## src/rtl/regfile_exec_ctrl.sv

```systemverilog
// Multi-cycle execution controller driving a 8x16 3R/1W register file.
// Latency: accept at E0, write strobe and done in cycle 3, ready again in cycle 4.
// Backpressure: in_ready low in READ/EXEC/WRITE; in_valid there is ignored, not queued.
module regfile_exec_ctrl (
  input  logic        clk,
  input  logic        RESET,
  input  logic        in_valid,
  output logic        in_ready,
  input  logic [2:0]  in_op,
  input  logic [2:0]  in_dst,
  input  logic [2:0]  in_src_a,
  input  logic [2:0]  in_src_b,
  input  logic [2:0]  in_src_c,
  input  logic [15:0] in_imm,
  output logic [2:0]  rf_read_addr_A,
  output logic [2:0]  rf_read_addr_B,
  output logic [2:0]  rf_read_addr_C,
  input  logic [15:0] rf_read_data_A,
  input  logic [15:0] rf_read_data_B,
  input  logic [15:0] rf_read_data_C,
  output logic        rf_write_enable,
  output logic [2:0]  rf_write_addr,
  output logic [15:0] rf_write_data,
  output logic        done,
  output logic [15:0] result,
  output logic        flag_z,
  output logic        flag_c
);

  typedef enum logic [1:0] {IDLE, READ, EXEC, WRITE} state_t;

  localparam logic [2:0] OP_ADD = 3'b000;
  localparam logic [2:0] OP_SUB = 3'b001;
  localparam logic [2:0] OP_AND = 3'b010;
  localparam logic [2:0] OP_OR  = 3'b011;
  localparam logic [2:0] OP_XOR = 3'b100;
  localparam logic [2:0] OP_SHL = 3'b101;
  localparam logic [2:0] OP_LDI = 3'b110;
  localparam logic [2:0] OP_MAD = 3'b111;

  state_t      state_q, state_d;
  logic [2:0]  op_q, op_d;
  logic [2:0]  dst_q, dst_d;
  logic [15:0] imm_q, imm_d;
  logic [2:0]  addr_a_q, addr_a_d;
  logic [2:0]  addr_b_q, addr_b_d;
  logic [2:0]  addr_c_q, addr_c_d;
  logic [15:0] opa_q, opa_d;
  logic [15:0] opb_q, opb_d;
  logic [15:0] opc_q, opc_d;
  logic [15:0] res_q, res_d;
  logic        fz_q, fz_d;
  logic        fc_q, fc_d;
  logic        wr_q, wr_d;

  logic [16:0] sum;
  logic [15:0] mad_val;
  logic [15:0] exec_val;
  logic        exec_c;

  // Reset forces IDLE asynchronously, so ready is also gated by RESET itself.
  assign in_ready        = (state_q == IDLE) & ~RESET;
  assign rf_read_addr_A  = addr_a_q;
  assign rf_read_addr_B  = addr_b_q;
  assign rf_read_addr_C  = addr_c_q;
  assign rf_write_enable = wr_q;
  assign done            = wr_q;
  assign rf_write_addr   = dst_q;
  assign rf_write_data   = res_q;
  assign result          = res_q;
  assign flag_z          = fz_q;
  assign flag_c          = fc_q;

  // ALU on captured operands; carry only meaningful for ADD (carry-out) and SUB (borrow).
  always_comb begin
    sum      = {1'b0, opa_q} + {1'b0, opb_q};
    mad_val  = opa_q * opb_q + opc_q;
    exec_val = 16'h0000;
    exec_c   = 1'b0;
    unique case (op_q)
      OP_ADD: begin exec_val = sum[15:0];       exec_c = sum[16];       end
      OP_SUB: begin exec_val = opa_q - opb_q;   exec_c = opa_q < opb_q; end
      OP_AND: exec_val = opa_q & opb_q;
      OP_OR:  exec_val = opa_q | opb_q;
      OP_XOR: exec_val = opa_q ^ opb_q;
      OP_SHL: exec_val = opa_q << opb_q[3:0];
      OP_LDI: exec_val = imm_q;
      OP_MAD: exec_val = mad_val;
    endcase
  end

  // Next-state and datapath capture for the IDLE/READ/EXEC/WRITE sequence.
  always_comb begin
    state_d  = state_q;
    op_d     = op_q;
    dst_d    = dst_q;
    imm_d    = imm_q;
    addr_a_d = addr_a_q;
    addr_b_d = addr_b_q;
    addr_c_d = addr_c_q;
    opa_d    = opa_q;
    opb_d    = opb_q;
    opc_d    = opc_q;
    res_d    = res_q;
    fz_d     = fz_q;
    fc_d     = fc_q;
    wr_d     = 1'b0;
    unique case (state_q)
      IDLE: begin
        if (in_valid) begin
          op_d     = in_op;
          dst_d    = in_dst;
          imm_d    = in_imm;
          addr_a_d = in_src_a;
          addr_b_d = in_src_b;
          addr_c_d = in_src_c;
          state_d  = READ;
        end
      end
      READ: begin
        // Operands are sampled before the write-back, so dst==src is safe.
        opa_d   = rf_read_data_A;
        opb_d   = rf_read_data_B;
        opc_d   = rf_read_data_C;
        state_d = EXEC;
      end
      EXEC: begin
        res_d   = exec_val;
        fz_d    = (exec_val == 16'h0000);
        fc_d    = exec_c;
        wr_d    = 1'b1;
        state_d = WRITE;
      end
      WRITE: begin
        state_d = IDLE;
      end
    endcase
  end

  // State registers; reset aborts any in-flight instruction immediately.
  always_ff @(posedge clk or posedge RESET) begin
    if (RESET) begin
      state_q  <= IDLE;
      op_q     <= 3'd0;
      dst_q    <= 3'd0;
      imm_q    <= 16'h0000;
      addr_a_q <= 3'd0;
      addr_b_q <= 3'd0;
      addr_c_q <= 3'd0;
      opa_q    <= 16'h0000;
      opb_q    <= 16'h0000;
      opc_q    <= 16'h0000;
      res_q    <= 16'h0000;
      fz_q     <= 1'b0;
      fc_q     <= 1'b0;
      wr_q     <= 1'b0;
    end else begin
      state_q  <= state_d;
      op_q     <= op_d;
      dst_q    <= dst_d;
      imm_q    <= imm_d;
      addr_a_q <= addr_a_d;
      addr_b_q <= addr_b_d;
      addr_c_q <= addr_c_d;
      opa_q    <= opa_d;
      opb_q    <= opb_d;
      opc_q    <= opc_d;
      res_q    <= res_d;
      fz_q     <= fz_d;
      fc_q     <= fc_d;
      wr_q     <= wr_d;
    end
  end

endmodule
```

## config.mk

```make
export PLATFORM = sky130hd
export DESIGN_NAME = regfile_exec_ctrl
export DESIGN_NICKNAME = d
export VERILOG_FILES = /design/src/rtl/regfile_exec_ctrl.sv
export SDC_FILE = /design/constraint.sdc
export NUM_CORES = 1
export LEC_CHECK = 0
export CAP_MARGIN = 20
export CORE_UTILIZATION = 45
export CTS_CLUSTER_SIZE = 14
export DETAILED_ROUTE_END_ITERATION = 10
export MAX_ROUTING_LAYER = met4
export PLACE_DENSITY = 0.66
export REMOVE_ABC_BUFFERS = 1
export SLEW_MARGIN = 20
export SYNTH_ARGS = -nofsm -noshare
export SYNTH_HDL_FRONTEND = slang
export SYNTH_SLANG_ARGS = --single-unit
```

## constraint.sdc

```tcl
create_clock -name clk -period 7.4 [get_ports clk]
set_clock_uncertainty 0.1 [all_clocks]
set_input_delay 1.11 -clock clk [delete_from_list [all_inputs] [get_ports clk]]
set_output_delay 1.11 -clock clk [all_outputs]
set_load 0.01 [all_outputs]
```

==> impl_metrics.py, run 1 <==
metrics = {
    "timing": {
        "post-route-min-period_ps": 6760,
        "setup_viol": 0,
        "drv_slew": 0,
        "setup_tns_ps": 0,
        "slew-limit-headroom_pct": 40.8,
        "rsz0062_at_grt": "false",
        "clock.fmax_mhz": 148,
        "worst_pin_slew_ps": 888,
        "hold_viol": 0,
        "fin_crit_sh_pct": 91.3,
    },
    "finish": {
        "drive_above_1_share_pct": 9.12,
        "area_growth_pct": 15.5,
        "diodes": 0,
        "layout.nets": 1693,
    },
    "die": {
        "start_util_pct": 46.1,
        "io_pins": 131,
        "die_area_mm2": 0.0266,
        "die_w_um": 163,
        "die_h_um": 163,
        "core_area_mm2": 0.0253,
        "rows": 58,
    },
    "clock_network": {
        "clk-insertion-delay-late_ps": 370,
        "cts.path.max_buffers": 2,
        "clkSinkCount": 100,
        "cts_tree": "done",
        "numCtsBuffers": 9,
        "cts_setup_buffers": 0,
        "cts_resized": 0,
        "path_clk_slew_ps": 80,
        "ctsHoldBuffers": 0,
        "htree_num_levels": 3,
        "root_buffer": "clkbuf_16",
    },
    "logic_synthesis": {
        "synthTopCellsByArea": "dfrtp_1, fa_1, ha_1, inv_1, nand2_1",
        "async_reset_ff_share_pct": 100,
        "synth_seq_area_share_pct": 21.4,
        "synthFlopType": "dfrtp_1",
        "synth_edf_count": 0,
        "ys_warn_count": 0,
        "yosys.area.top_type": "dfrtp_1",
        "netlist_instances": 1328,
        "synth_cell_types": 89,
        "synth_top_area_share_pct": 21.4,
        "synthesis.area_mm2": 0.0117,
        "ys_ff_latch": 100,
        "yosysMostFrequentCell": "inv_1",
        "synth_common_cells": "inv_1, nand2_1, ha_1",
        "postSynthAreaPerCell_um2": 8.79,
    },
    "setup_path": {
        "path_class": "register to register",
        "crit_top_cell": "fa_1",
        "cp_slowest_cell": "dfrtp_1",
        "crit_chain": "buf_4 -> nand2_1 -> fa_1 -> inv_1 -> fa_1 -> ha_1 -> fa_1 -> inv_1 -> fa_1 -> fa_1 -> inv_1 -> ha_1 -> nor2_1 -> nor2_1 -> a2111o_1 -> a311o_1 -> a21oi_1 -> xnor2_1 -> o211ai_1 -> or4_1 -> o41ai_2",
        "cp-end-kind": "register",
        "cp.arrival_ps": 6920,
        "r2r_end": "flag_z$_DFFE_PP0P_",
        "crit_end": "flag_z$_DFFE_PP0P_",
        "start_kind": "register",
        "path_buf_inv": 4,
        "required_ps": 7560,
        "crit_fanout": 16,
        "reg2reg_depth": 21,
        "cp_top_family": "adder cells",
        "slowest_delay_ps": 770,
        "path_depth": 21,
        "r2r_start": "opb_q[2]$_DFFE_PP0N_",
        "r2r_slack_ps": 640,
        "cp-startpoint": "opb_q[2]$_DFFE_PP0N_",
    },
    "global_routing": {
        "grt_overflow": 0,
        "grt_pass1_vias": 9957,
        "grt_max_degree": 93,
        "track_usage_pct": 29.7,
        "grt_pass1_wl_um": 57200,
        "antenna_found_initial": 0,
    },
    "route": {
        "wl_um": 36500,
        "drt_iter0_drc": 824,
        "drt-pass1-iter-count": 5,
        "num_vias": 9855,
        "postRouteAntennaNets": 0,
        "post_drt_wl_per_cell_um": 20.9,
        "viasPerCell": 5.65,
        "drcViolationCount": 0,
    },
    "place": {
        "io_buffer_count": 130,
        "place.gp.congestion": 0.981,
        "dp_hpwl_um": 28300,
    },
    "hold_path": {
        "hold_start": "rf_read_addr_B[1]$_DFFE_PP0P_",
        "hold_path_class": "register to register",
    },
    "run": {
        "drv_cap": 0,
    },
    "run_status": {
        "status": "finished clean",
    },
}
-- cells by family after synthesis --
family,Yosys count,share of synthesized area (%)
AO/OA/AOI/OAI,248,14.1
buffers and inverters,304,10.9
multiplexers,85,9.22
AND/OR/NAND/NOR,351,13.7
flip-flops,100,21.4
adder cells (fa/ha/maj),201,27.7
XOR/XNOR,39,3.04
-- registers in the layout (all words and copies together) (netlist names), 3 cells and up --
name / count
op_q: 3
opa_q: 16
imm_q: 16
rf_write_addr: 3
rf_read_addr_C: 3
rf_read_addr_B: 3
opb_q: 16
rf_read_addr_A: 3
result: 16
opc_q: 16
-- per-stage QoR --
stage	std cells	cell area, µm²	hold slack, ps	worst slack, ps	utilization, %
after floorplan	1240	11200	374	981	-
after global placement	1729	13200	386	804	51.9
after detailed placement	1729	13200	394	731	51.9
after CTS	1745	13500	413	688	53.2
after global routing	1745	13500	423	331	53.3
final	1745	13500	409	643	53.3
-- final cells by class --
cell class                 count  area, µm²
sequential                   100       2500
tap                          330        413
multi-input combinational    924       7920
clock buffer                   9        225
timing repair buffer         159       1520
inverter                     216        813
clock inverter                 7       93.8
fill                        2354      11800
-- cells in the final DEF (no fill, tap or decap), types with 9 or more instances in the layout --
master and n:
a211oi_1 11, nand3_1 19, nor3_1 13, ha_1 104, dfrtp_1 99, fa_1 96
mux2_2 50, clkdlybuf4s50_1 130, mux2i_1 21, o211ai_1 10, xor2_1 9, clkbuf_16 9
xnor2_1 29, nand2_1 163, buf_4 29, o21ai_0 75, inv_1 208, o22ai_1 11
a21oi_1 46, nor2b_1 12, mux4_2 10, nor2_1 92
-- worst min path at each step --
| stage | depth (start not counted) | end |
|---|---|---|
| detailed placement | 2 | flag_z$_DFFE_PP0P_ |
| global placement | 1 | rf_read_addr_C[2]$_DFFE_PP0P_ |
| finish | 1 | rf_read_addr_B[1]$_DFFE_PP0P_ |
| floorplan | 1 | imm_q[15]$_DFFE_PP0P_ |
| CTS | 1 | rf_read_addr_A[0]$_DFFE_PP0P_ |
| global route | 1 | rf_read_addr_B[1]$_DFFE_PP0P_ |
-- routing by layer --
layer  vias to the layer above  share of wire [%]  GRT usage (%)
met1                      4861                 43           38.7
met3                        66                7.6           5.89
met4                         0                3.0           10.6
met5                         -                  0              -
met2                       383                 46           45.7
li1                       4545                  -              -
Power of run 1 is left out: the tool's default activity adds up to more than one toggle a clock period on the data nets, which glitch-free logic cannot reach.
==> run 2, diff against run 1 <==
--- a/config.mk
+++ b/config.mk
@@ -6,6 +6,7 @@
 export NUM_CORES = 1
 export LEC_CHECK = 0
 export CAP_MARGIN = 20
+export CORE_MARGIN = 5
 export CORE_UTILIZATION = 45
 export CTS_CLUSTER_SIZE = 14
 export DETAILED_ROUTE_END_ITERATION = 10
==> constraint.sdc (replaced) <==
create_clock -name clk -period 6.8 [get_ports clk]
set_clock_uncertainty 0.1 [all_clocks]
set_input_delay 1.02 -clock clk [delete_from_list [all_inputs] [get_ports clk]]
set_output_delay 1.02 -clock clk [all_outputs]
set_load 0.01 [all_outputs]
==> run 2 against run 1 <==
Against the previous run: design area up 1.4%; sequential share of layout area fell by 0.19 points; worst setup slack got worse by 370 ps; first-iteration DRC count decreased by 8.6%; global-route usage shrank 3.2 points; critical endpoint unchanged; fmax increased by 3.5%; clock-buffer cell count up 1; non-clock buffer count grew 23; utilization shrank 0.33 points; critical path depth stayed put; register-to-register slack lost 370 ps; via count rose by 0.43%.
==> impl_metrics.py, run 2 (synthesis gave the netlist of run 1 again) <==
metrics = {
    "global_routing": {
        "grt_max_degree": 93,
        "grt_overflow": 0,
        "grt_pass1_vias": 10100,
        "antenna_found_initial": 0,
        "grt_pass1_wl_um": 57700,
        "track_usage_pct": 26.5,
    },
    "setup_path": {
        "crit_fanout": 10,
        "cp-startpoint": "opb_q[3]$_DFFE_PP0N_",
        "start_kind": "register",
        "cp-end-kind": "register",
        "required_ps": 6960,
        "path_class": "register to register",
        "reg2reg_depth": 21,
        "cp.arrival_ps": 6700,
        "r2r_start": "opb_q[3]$_DFFE_PP0N_",
    },
    "finish": {
        "final_cell_mix": "inv_1, nand2_1, clkdlybuf4s50_1",
        "stdcell_count": 1774,
        "drive_above_1_share_pct": 11.5,
        "area_growth_pct": 17.1,
        "final_cell_area_mm2": 0.0137,
        "final_common_cell": "inv_1",
        "layout.nets": 1716,
        "fillerInstances": 2470,
    },
    "die": {
        "rows": 59,
        "core_area_mm2": 0.0258,
        "die_h_um": 171,
        "start_util_pct": 45.2,
        "io_pins": 131,
        "die_area_mm2": 0.0293,
        "die_w_um": 171,
    },
    "route": {
        "drcViolationCount": 0,
        "post_drt_wl_per_cell_um": 20.9,
        "postRouteAntennaNets": 0,
        "viasPerCell": 5.58,
        "drt_iter0_drc": 753,
        "wl_um": 37100,
        "drt-pass1-iter-count": 5,
        "num_vias": 9897,
    },
    "timing": {
        "drv_slew": 0,
        "setup_slack_ps": 269,
        "rsz0062_at_grt": "false",
        "fin_crit_sh_pct": 96.1,
        "hold_viol": 0,
        "slew-limit-headroom_pct": 41.1,
        "worst_pin_slew_ps": 883,
        "setup_tns_ps": 0,
        "post-route-min-period_ps": 6530,
        "clock.fmax_mhz": 153,
        "setup_viol": 0,
    },
    "place": {
        "placed_area_mm2": 0.0133,
        "io_buffer_count": 130,
        "place.gp.congestion": 0.994,
        "pre_cts_ws_ps": 224,
        "dp_hpwl_um": 29400,
        "placed_cells": 1751,
    },
    "clock_network": {
        "ctsHoldBuffers": 0,
        "htree_num_levels": 3,
        "cts.path.max_buffers": 2,
        "clk-insertion-delay-late_ps": 370,
        "clkSinkCount": 100,
        "cts_tree": "done",
        "root_buffer": "clkbuf_16",
        "path_clk_slew_ps": 80,
        "numCtsBuffers": 9,
    },
    "hold_path": {
        "hold_path_class": "register to register",
        "hold_start": "rf_write_addr[0]$_DFFE_PP0P_",
        "whs_path_depth": 1,
    },
    "run_status": {
        "status": "finished clean",
    },
    "run": {
        "drv_cap": 0,
    },
}
## run 2: cell types whose count changed in the layout (fill, tap and decap cells not counted), sizes merged
cell      delta
diode        +1
inv          -1
clkinv       -2
bufinv       -1
clkinvlp     +3
buf         +23
clkbuf       +1
## run 2: area by class of cell
class	instances	area (µm²)	share of cell area, %
multi-input cells	924	7920	57.9
flip-flops and latches	100	2510	18.4
repair buffers	182	1700	12.5
inverters	216	825	6.03
well taps	335	419	3.06
clock buffers	10	239	1.75
clock inverters	6	56.3	0.412
diodes	1	2.50	0.0183
## run 2: critical path, cell delays in order (launching register included)
cell and delay [ps]:
dfrtp_2 490, ha_1 280, inv_1 210, fa_1 480
fa_1 540, inv_1 40, ha_1 200, fa_1 440
ha_1 290, inv_1 40, fa_1 480, inv_1 50
ha_1 330, o21a_1 160, a211o_1 360, a2111o_1 430
a311o_1 330, a21oi_1 180, xnor2_1 170, o211ai_1 160
or4_1 460, o41ai_2 200
## run 2: per-stage QoR
| stage | hold WS (ps) | utilization [%] |
|---|---|---|
| after global placement | 386 | 51.5 |
| after global routing | 422 | 52.9 |
| final | 407 | 52.9 |
| after detailed placement | 392 | 51.5 |
| after CTS | 410 | 52.6 |
| after floorplan | 374 | - |
## run 2: what timing repair did
action                                 4_1_cts  5_1_grt
setup endpoints to repair                    0        2
buffers inserted                             0        6
gates resized for setup                      0       16
endpoints found under the hold margin        0        0
## run 2: path summary, 6_finish.rpt
check | to | slack (ps)
max in group asynchronous | opa_q[9]$_DFFE_PP0N_ | 4350
setup / recovery | flag_z$_DFFE_PP0P_ | 270
setup reg to reg | flag_z$_DFFE_PP0P_ | 270
hold reg to reg | rf_write_addr[0]$_DFFE_PP0P_ | 410
min in group asynchronous | op_q[2]$_DFFE_PP0P_ | 980
hold / removal | rf_write_addr[0]$_DFFE_PP0P_ | 410
## run 2: per-layer routing
metal / track usage [%] / vias up / part of all wire (%)
met2: 42.5 / 370 / 48
met5: - / - / 0
met3: 3.95 / 59 / 6.8
met4: 6.17 / 0 / 2.2
li1: - / 4596 / -
met1: 35.9 / 4872 / 43
Power of run 2 is left out for the same reason.
